$ cat config.mk
export PLATFORM = sky130hd
export DESIGN_NAME = bcd_convert_7_flat
export DESIGN_NICKNAME = d
export VERILOG_FILES = /design/src/rtl/bcd_pkg.sv /design/src/rtl/bcd_convert_7_if.sv /design/src/rtl/seg7_decode.sv /design/src/rtl/bcd_convert_7.sv /design/src/flat_wrapper.sv
export SDC_FILE = /design/constraint.sdc
export NUM_CORES = 1
export LEC_CHECK = 0
export CAP_MARGIN = 20
export CORE_ASPECT_RATIO = 1.4
export CORE_MARGIN = 1.5
export CORE_UTILIZATION = 48
export DETAILED_ROUTE_END_ITERATION = 10
export MAX_ROUTING_LAYER = met4
export PLACE_DENSITY_LB_ADDON = 0.08
export SYNTH_ARGS = -nofsm -noshare
export SYNTH_HDL_FRONTEND = slang
export SYNTH_HIERARCHICAL = 1
export SYNTH_SLANG_ARGS = --single-unit
$ cat constraint.sdc
create_clock -name CLK -period 1.5 [get_ports CLK]
set_clock_uncertainty 0.1 [all_clocks]
set_input_delay 0.225 -clock CLK [delete_from_list [all_inputs] [get_ports CLK]]
set_output_delay 0.225 -clock CLK [all_outputs]
set_load 0.02 [all_outputs]
$ cat src/rtl/bcd_pkg.sv
// Shared types and constants for the bcd_convert_7 double-dabble converter.
package bcd_pkg;

    typedef enum logic [1:0] {
        IDLE  = 2'd0,
        SHIFT = 2'd1,
        DONE  = 2'd2
    } state_t;

    localparam logic [3:0] ADD3_THRESH = 4'd5;
    localparam logic [3:0] ADD3_CORR   = 4'd3;

    // Active-low gfedcba patterns for hex digits, entry 0 in the low slice.
    localparam logic [15:0][6:0] SEG_LUT = {
        7'h0E, 7'h06, 7'h21, 7'h46, 7'h03, 7'h08, 7'h10, 7'h00,
        7'h78, 7'h02, 7'h12, 7'h19, 7'h30, 7'h24, 7'h79, 7'h40
    };
    localparam logic [6:0] SEG_BLANK = 7'h7F;

endpackage

$ cat src/rtl/bcd_convert_7_if.sv
// Handshake and result bus between the controller and bcd_convert_7.
// Segment outputs exist only when BCD_SEG7_EN is defined.
interface bcd_convert_7_if #(
    parameter int unsigned WIDTH = 7
);
    logic [WIDTH-1:0] bin_in;
    logic             start;
    logic             ready;
    logic             busy;
    logic             done;
    logic [3:0]       bcd_hund;
    logic [3:0]       bcd_tens;
    logic [3:0]       bcd_ones;
`ifdef BCD_SEG7_EN
    logic [6:0]       seg_hund;
    logic [6:0]       seg_tens;
    logic [6:0]       seg_ones;

    modport master (
        output bin_in, start,
        input  ready, busy, done, bcd_hund, bcd_tens, bcd_ones,
               seg_hund, seg_tens, seg_ones
    );
    modport slave (
        input  bin_in, start,
        output ready, busy, done, bcd_hund, bcd_tens, bcd_ones,
               seg_hund, seg_tens, seg_ones
    );
`else
    modport master (
        output bin_in, start,
        input  ready, busy, done, bcd_hund, bcd_tens, bcd_ones
    );
    modport slave (
        input  bin_in, start,
        output ready, busy, done, bcd_hund, bcd_tens, bcd_ones
    );
`endif
endinterface

$ cat src/rtl/seg7_decode.sv
// One BCD/hex digit to active-low gfedcba segments, with forced blanking.
module seg7_decode
    import bcd_pkg::*;
(
    input  logic [3:0] digit,
    input  logic       blank,
    output logic [6:0] seg_c
);

    always_comb begin
        seg_c = blank ? SEG_BLANK : SEG_LUT[digit];
    end

endmodule

$ cat src/rtl/bcd_convert_7.sv
// Sequential double-dabble binary-to-BCD converter with start/busy/done handshake.
// Optional 7-segment outputs with leading-zero blanking under BCD_SEG7_EN.
module bcd_convert_7
    import bcd_pkg::*;
#(
    parameter int unsigned WIDTH  = 7,
    parameter int unsigned DIGITS = 3
) (
    input logic              CLK,
    input logic              RST,
    bcd_convert_7_if.slave   bus
);

    localparam int unsigned SCR_W = 4 * DIGITS;
    localparam int unsigned CNT_W = $clog2(WIDTH + 1);
    localparam int unsigned CAT_W = SCR_W + WIDTH;

    state_t             state;
    logic [WIDTH-1:0]   bin_sr;
    logic [SCR_W-1:0]   scr;
    logic [CNT_W-1:0]   cnt;
    logic               ready_q;
    logic               busy_q;
    logic               done_q;
    logic [3:0]         hund_q;
    logic [3:0]         tens_q;
    logic [3:0]         ones_q;

    logic [SCR_W-1:0]   corr;
    logic [CAT_W-1:0]   cat_shift;
    logic [SCR_W-1:0]   scr_nxt;
    logic [WIDTH-1:0]   bin_nxt;

    // One double-dabble step: correct every digit >= 5, then shift {scratch, binary}.
    always_comb begin
        corr = scr;
        for (int i = 0; i < int'(DIGITS); i++) begin
            if (scr[4*i +: 4] >= ADD3_THRESH) begin
                corr[4*i +: 4] = scr[4*i +: 4] + ADD3_CORR;
            end
        end
        cat_shift = {corr, bin_sr} << 1;
        scr_nxt   = cat_shift[CAT_W-1:WIDTH];
        bin_nxt   = cat_shift[WIDTH-1:0];
    end

`ifdef BCD_SEG7_EN
    logic [6:0] seg_hund_c;
    logic [6:0] seg_tens_c;
    logic [6:0] seg_ones_c;
    logic [6:0] seg_hund_q;
    logic [6:0] seg_tens_q;
    logic [6:0] seg_ones_q;
    logic       hund_zero;
    logic       tens_zero;

    assign hund_zero = (scr_nxt[11:8] == 4'd0);
    assign tens_zero = (scr_nxt[7:4] == 4'd0);

    seg7_decode u_seg_hund (.digit(scr_nxt[11:8]), .blank(hund_zero),             .seg_c(seg_hund_c));
    seg7_decode u_seg_tens (.digit(scr_nxt[7:4]),  .blank(hund_zero & tens_zero), .seg_c(seg_tens_c));
    seg7_decode u_seg_ones (.digit(scr_nxt[3:0]),  .blank(1'b0),                  .seg_c(seg_ones_c));

    // Segment registers load together with the digit registers on the edge entering DONE.
    always_ff @(posedge CLK) begin
        if (RST) begin
            seg_hund_q <= SEG_BLANK;
            seg_tens_q <= SEG_BLANK;
            seg_ones_q <= SEG_BLANK;
        end else if (state == SHIFT && cnt == CNT_W'(1)) begin
            seg_hund_q <= seg_hund_c;
            seg_tens_q <= seg_tens_c;
            seg_ones_q <= seg_ones_c;
        end
    end

    assign bus.seg_hund = seg_hund_q;
    assign bus.seg_tens = seg_tens_q;
    assign bus.seg_ones = seg_ones_q;
`endif

    // Control FSM with registered handshake and result outputs.
    always_ff @(posedge CLK) begin
        if (RST) begin
            state   <= IDLE;
            bin_sr  <= '0;
            scr     <= '0;
            cnt     <= '0;
            ready_q <= 1'b1;
            busy_q  <= 1'b0;
            done_q  <= 1'b0;
            hund_q  <= 4'd0;
            tens_q  <= 4'd0;
            ones_q  <= 4'd0;
        end else begin
            done_q <= 1'b0;
            case (state)
                IDLE: begin
                    if (bus.start) begin
                        state   <= SHIFT;
                        bin_sr  <= bus.bin_in;
                        scr     <= '0;
                        cnt     <= CNT_W'(WIDTH);
                        ready_q <= 1'b0;
                        busy_q  <= 1'b1;
                    end
                end
                SHIFT: begin
                    scr    <= scr_nxt;
                    bin_sr <= bin_nxt;
                    cnt    <= cnt - CNT_W'(1);
                    if (cnt == CNT_W'(1)) begin
                        state  <= DONE;
                        done_q <= 1'b1;
                        hund_q <= scr_nxt[11:8];
                        tens_q <= scr_nxt[7:4];
                        ones_q <= scr_nxt[3:0];
                    end
                end
                DONE: begin
                    state   <= IDLE;
                    ready_q <= 1'b1;
                    busy_q  <= 1'b0;
                end
                default: begin
                    state   <= IDLE;
                    ready_q <= 1'b1;
                    busy_q  <= 1'b0;
                end
            endcase
        end
    end

    assign bus.ready    = ready_q;
    assign bus.busy     = busy_q;
    assign bus.done     = done_q;
    assign bus.bcd_hund = hund_q;
    assign bus.bcd_tens = tens_q;
    assign bus.bcd_ones = ones_q;

endmodule
$ cat src/flat_wrapper.sv
// flat-port wrapper written by rule: the top's interface ports become plain ports
module bcd_convert_7_flat import bcd_pkg::*;
#(
    parameter int unsigned WIDTH  = 7,
    parameter int unsigned DIGITS = 3
)
  (CLK, RST, bus_bin_in, bus_start, bus_ready, bus_busy, bus_done, bus_bcd_hund, bus_bcd_tens, bus_bcd_ones);
  bcd_convert_7_if #(.WIDTH(WIDTH)) bus_i ();
  input logic CLK;
  input logic RST;
  input wire logic [$bits(bus_i.bin_in)-1:0] bus_bin_in;
  input wire logic [$bits(bus_i.start)-1:0] bus_start;
  output wire logic [$bits(bus_i.ready)-1:0] bus_ready;
  output wire logic [$bits(bus_i.busy)-1:0] bus_busy;
  output wire logic [$bits(bus_i.done)-1:0] bus_done;
  output wire logic [$bits(bus_i.bcd_hund)-1:0] bus_bcd_hund;
  output wire logic [$bits(bus_i.bcd_tens)-1:0] bus_bcd_tens;
  output wire logic [$bits(bus_i.bcd_ones)-1:0] bus_bcd_ones;
  assign bus_i.bin_in = bus_bin_in;
  assign bus_i.start = bus_start;
  assign bus_ready = bus_i.ready;
  assign bus_busy = bus_i.busy;
  assign bus_done = bus_i.done;
  assign bus_bcd_hund = bus_i.bcd_hund;
  assign bus_bcd_tens = bus_i.bcd_tens;
  assign bus_bcd_ones = bus_i.bcd_ones;
  bcd_convert_7 #(.WIDTH(WIDTH), .DIGITS(DIGITS)) u_core (.CLK(CLK), .RST(RST), .bus(bus_i));
endmodule
* After elaboration in Yosys (flattened, before gate mapping)
Index checks and enable logic that the tools add are counted.
Word-level totals: output and inout bits 15, register bits 39, word-level logic and storage cells 46, input port bits 10
Cells by class: bitwise operators 1, equal/unequal tests 4, add/subtract/negate cells 4, mux-type cells 17, reduce and logical (&&, ||, !) cells 7, order comparisons 3
Operators with widths (count):
- one-hot mux 12 bit (2 select lines) | 1
- one-hot mux 7 bit (2 select lines) | 1
- >= comparator 4 x 3 -> 1 bit (second input constant) | 3
- two-way mux 12 bit | 1
- adder 4 x 2 -> 4 bit (second input constant) | 2
- two-way mux 4 bit | 2
- AND reduction 2 bit | 4
- two-way mux 7 bit | 1
- two-way mux 3 bit | 2
- one-hot mux 3 bit (2 select lines) | 1
- two-way mux 2 bit | 2
- one-hot mux 1 bit (2 select lines) | 2
- one-hot mux 2 bit (2 select lines) | 1
- adder 3 x 2 -> 3 bit (second input constant) | 1
- equality test 3 x 1 -> 1 bit (second input constant) | 1
- two-way mux 1 bit | 3
- subtractor 3 x 1 -> 3 bit (second input constant) | 1
- equality test 2 x 1 -> 1 bit (second input constant) | 1
- zero test 2 bit | 1
- != test 2 x 1 -> 1 bit (second input constant) | 1
- != test 2 bit (second input constant) | 1
- nonzero test 2 bit | 1
- OR reduction 2 bit | 1
- NOT 1 bit | 1

* Depth between registers and ports, before layout
depth in word-level cells 3, mapped depth 6, mapped depth without buffers 6

* Least setup slack after synthesis
Ideal clock, no wire load.
kind reg2reg, from register u_core.scr[4], to register u_core.tens_q[2], in the netlist u_core/bus.bcd_tens[2], clock period less this slack 1.557 ns, library setup time 0.073 ns, data required time 1.327 ns, data arrival time 1.384 ns, cell stages (with the launch flop) 7, setup slack -0.057 ns, path buffers 0, path through dfxtp_1 -> inv_1 -> ha_1 -> nand2b_1 -> a21oi_1 -> mux2_2 -> o22ai_2
Between the ends: longest elaborated chain between the ends 2, elaborated cells on any way between the ends 3, classes of those cells add/sub: 1; order compare: 1; mux: 1
RTL lines:
- start, declared | RTL line bcd_convert_7.sv:20 | logic [SCR_W-1:0] scr;
- start signal, assigned | RTL line bcd_convert_7.sv:109 | scr <= scr_nxt;
- adder 4 x 2 -> 4 bit or >= comparator 4 x 3 -> 1 bit (tied branches) | RTL line bcd_convert_7.sv:39, bcd_convert_7.sv:38
- two-way mux 4 bit * | RTL line bcd_convert_7.sv:38 | if (scr[4*i +: 4] >= ADD3_THRESH) begin
- end signal, assigned | RTL line bcd_convert_7.sv:116 | tens_q <= scr_nxt[7:4];
- end, declared | RTL line bcd_convert_7.sv:26 | logic [3:0] tens_q;
Every way passes the cells marked *; elsewhere a longest branch is shown, timed or not. A chain may end at the register's enable or synchronous reset.

* Worst setup path after layout
from register u_core.scr[5], to register u_core.tens_q[2], in the netlist u_core/bus.bcd_tens[2]
The elaborated chain is that of the path after synthesis.

==> results.txt <==
* Run status: complete, no violations
- Sequential element share of the synthesized area: 0.428
- Summed over all nets, the half-perimeter wirelength after detailed placement is 3040 µm.
- Number of register bits inferred by synthesis: 39
- P&R area growth vs syn: 43.4%
- Clock-pin slew was measured on the worst setup and hold paths at 0.08 ns.
* Placement Setup Slack: -0.100 ns
- Ports: 25
* Number of hold violations in the final report: 0
- Synthesis warning total: 6
- TritonCTS built the clock tree.
- DR WL/cell: 15.6 µm
- In this run, distinct cell masters in the synthesized netlist total 39.
- VDD sags by at most slightly above 0.9 mV.
* Share of layout cells above drive strength 1: 0.367
- Congestion Overflow GR: 0
- The mapped netlist covers between 1500 and 2000 µm².
- Net count of the finished layout: 265
- For the worst-skew pair, the clock arrives at the later sink with an insertion delay of 0.29 ns.
- TNS Setup: 0 ns
- Arrival time at the worst endpoint: 1.62 ns
* Non-filler cells, final: 290
* Initial antenna violation count: 0
- WS Path Type: reg2reg
* Count of hold-fix buffers inserted at cts: 0
- Of the post-synthesis cell area, the dominant cell type holds 0.428.
- The tool flagged a number of max-cap violations equal to 0.
- Launching element type of the critical path: register
- Switching Fraction: 0.272
* Post-synth EDFFs: 0
- Sorting the synthesized cells by area gives the leading types as sky130_fd_sc_hd__dfxtp_1 (43%), sky130_fd_sc_hd__ha_1 (5.5%), sky130_fd_sc_hd__a21oi_1 (4.7%).
- The clock tree synthesis step divided the H-tree into 2 levels.
* Root Driver: sky130_fd_sc_hd__clkbuf_8
- The first TritonRoute pass finished after 4 iterations.
* Number of buffers added by the clock tree synthesis step: 5
* Setup slack of the critical path after layout: ~0.00049 ns
- STA classifies the critical path endpoint as a register.
* Starting density of the core: 0.501
* Reported net switching power: 579 µW
- Diodes inserted: 0
- PwrDens: 814 nW/µm²
* Power share of the clock group: 0.324
* RSZ-0062 raised after global routing: true
* Gr usage total: 0.231
- The share of total power dissipated in combinational logic is 0.152.
- For this design the static power due to leakage is 1.03 nW.
- The worst path in the final design needs a cycle of ~1.5 ns, including I/O delays and setup.
* Max Clock Freq: 0.667 GHz
- DRT Wirelength: ~4500 µm
- Rows: 26
* Placer congestion estimate: 0.842
- Entering global routing, the biggest net connects 18 pins.
* Tot Pwr: 2.13 mW
- Iteration-0 DRC Markers: 32
* Biggest area consumer among synthesized cells: sky130_fd_sc_hd__dfxtp_1
- Synthesis produced a netlist whose cell count is 197.
* Final setup violation count: 0
- Dividing the synthesized area by the synthesized cell count gives 9.26 µm².
* Pins Over Slew Limit: 0
- Data on the critical path is required at its endpoint by 1.62 ns.
- Period utilisation layout: 1.00
- During placement, the flow inserted port buffers numbering 24.
* Most common flop cell mapped by yosys: sky130_fd_sc_hd__dfxtp_1
* Dpl cells: 276
* Core Area: 3640 µm²
* Area of the die: 4180 µm²
* Ys async rst share: 0
* Sequential fraction of design power: 0.524
- Sink count of the clock tree: 39
* Slew at the pin with the worst max-slew slack: 0.301 ns
- Mapped Nets: 215
- Die boundary width: 55.1 µm
- Global-route wire length before repair: slightly above 7000 µm
* Remaining max-slew budget at the tightest pin: 0.794
- Of all nets on the critical path, the largest fanout is 3.
- The internal power of the cells totals 1.55 mW.
- Tightest hold margin: 0.363 ns
* Number of vias per cell after detailed routing: between 5 and 6
* Post-route DRC violation count: 0
* Hold/Removal Path Class: reg2reg
* Detailed-route via count: approximately 1600
- The number of global-route vias before repair is 1598.
- Final antenna-violating net count: 0
- Die Y: 75.9 µm
- Number of buffers between clock root and the deepest sink: 2
==> cell usage in the layout, fill, tap and decap left out, drive strengths merged, types with 2 or more instances in the layout <==
master and n:
dfxtp 39, o32ai 8, nor3b 7, o21ai 6, nand2 6, a21oi 17
mux2 3, inv 18, clkbuf 5, ha 8, clkdlybuf4s50 9, a311oi 2
clkinv 3, nor2 21, o31ai 3, o22ai 10, a211oi 6, buf 31
dlygate4sd2 15, xnor2 3, a22oi 2, a32oi 3, nand2b 12
==> worst max-delay path: stages (launching register included) <==
cell	delay, ns
sky130_fd_sc_hd__dfxtp_2	0.35
sky130_fd_sc_hd__inv_4	0.05
sky130_fd_sc_hd__ha_4	0.14
sky130_fd_sc_hd__nand2b_4	0.14
sky130_fd_sc_hd__a21oi_4	0.16
sky130_fd_sc_hd__mux2_4	0.33
sky130_fd_sc_hd__o22ai_2	0.15
==> per-stage QoR <==
| stage | instance area (µm²) | util |
|---|---|---|
| 5_1_grt | 2620 | 0.718 |
| 6_report | 2620 | 0.718 |
| 3_5_place_dp | 2270 | 0.624 |
| 3_3_place_gp | 2270 | 0.624 |
| 4_1_cts | 2410 | 0.661 |
| 2_1_floorplan | 1840 | - |
==> power groups by stage <==
stage	clock (mW)	sequential (mW)	combinational, mW
after floorplan	0	1.15	0.172
after global placement	0	1.14	0.295
after detailed placement	0	1.14	0.304
after CTS	0.705	1.11	0.306
after global routing	0.740	1.12	0.350
final	0.689	1.12	0.323
==> state kept, by name, summed over array words and instances (netlist names) <==
register and flops:
u_core/bin_sr 7, u_core/bus.bcd_hund 4, u_core/bus.bcd_ones 4, u_core/bus.bcd_tens 4, u_core/bus.busy 1, u_core/bus.done 1
u_core/bus.ready 1, u_core/cnt 3, u_core/scr 12, u_core/state 2
==> logic make-up (layout without fill, tap and decap cells) <==
| logic type | Yosys count | after routing | share of synthesized area |
|---|---|---|---|
| simple gates | 51 | 51 | 0.158 |
| compound gates | 62 | 62 | 0.250 |
| xor+xnor | 3 | 3 | 0.0144 |
| flops | 39 | 39 | 0.428 |
| fa+ha+maj | 8 | 8 | 0.0549 |
| mux | 4 | 4 | 0.0240 |
| buf+inv | 30 | 81 | 0.0706 |
==> final cells by class <==
type / count / area, µm²
Clock inverter: 3 / 15.0
Clock buffer: 5 / 68.8
Fill cell: 276 / 1030
Timing Repair Buffer: 55 / 478
Sequential cell: 39 / 792
Tap cell: 42 / 52.6
Multi-Input combinational cell: 128 / 1130
Inverter: 18 / 75.1
==> cells in the mapped netlist (all sizes together), types with 3 or more instances <==
cell / number
dfxtp: 39
mux2: 3
inv: 18
nand2: 6
nor2: 21
ha: 8
o31ai: 3
nand2b: 12
xnor2: 3
buf: 7
o32ai: 8
o22ai: 10
o21ai: 6
a32oi: 3
clkbuf: 5
a211oi: 6
a21oi: 17
nor3b: 7
==> per-layer routing <==
layer,track usage,up-vias,part of all wire
li1,-,801,-
met1,0.258,785,0.40
met2,0.387,26,0.56
met3,0.0354,7,0.026
met4,0.105,0,0.020
met5,-,-,0
==> path summary, 6_finish.rpt <==
path	slack (ns)	cells past startpoint	to	start
worst max register to register	0.0005	6	u_core/bus.bcd_tens[2]	u_core/scr[5]
worst min-delay path	0.36	1	u_core/bus.ready	u_core/bus.ready
worst max-delay path	0.0005	6	u_core/bus.bcd_tens[2]	u_core/scr[5]
worst min register to register	0.36	1	u_core/bus.ready	u_core/bus.ready
==> repair_timing <==
| item | in CTS | in global routing |
|---|---|---|
| pin swaps | 4 | 5 |
| endpoints found under the setup margin | 29 | 18 |
| buffers inserted | 1 | 5 |
| gates resized for setup | 29 | 38 |
Note: power is estimated with default switching activity, not from simulation.
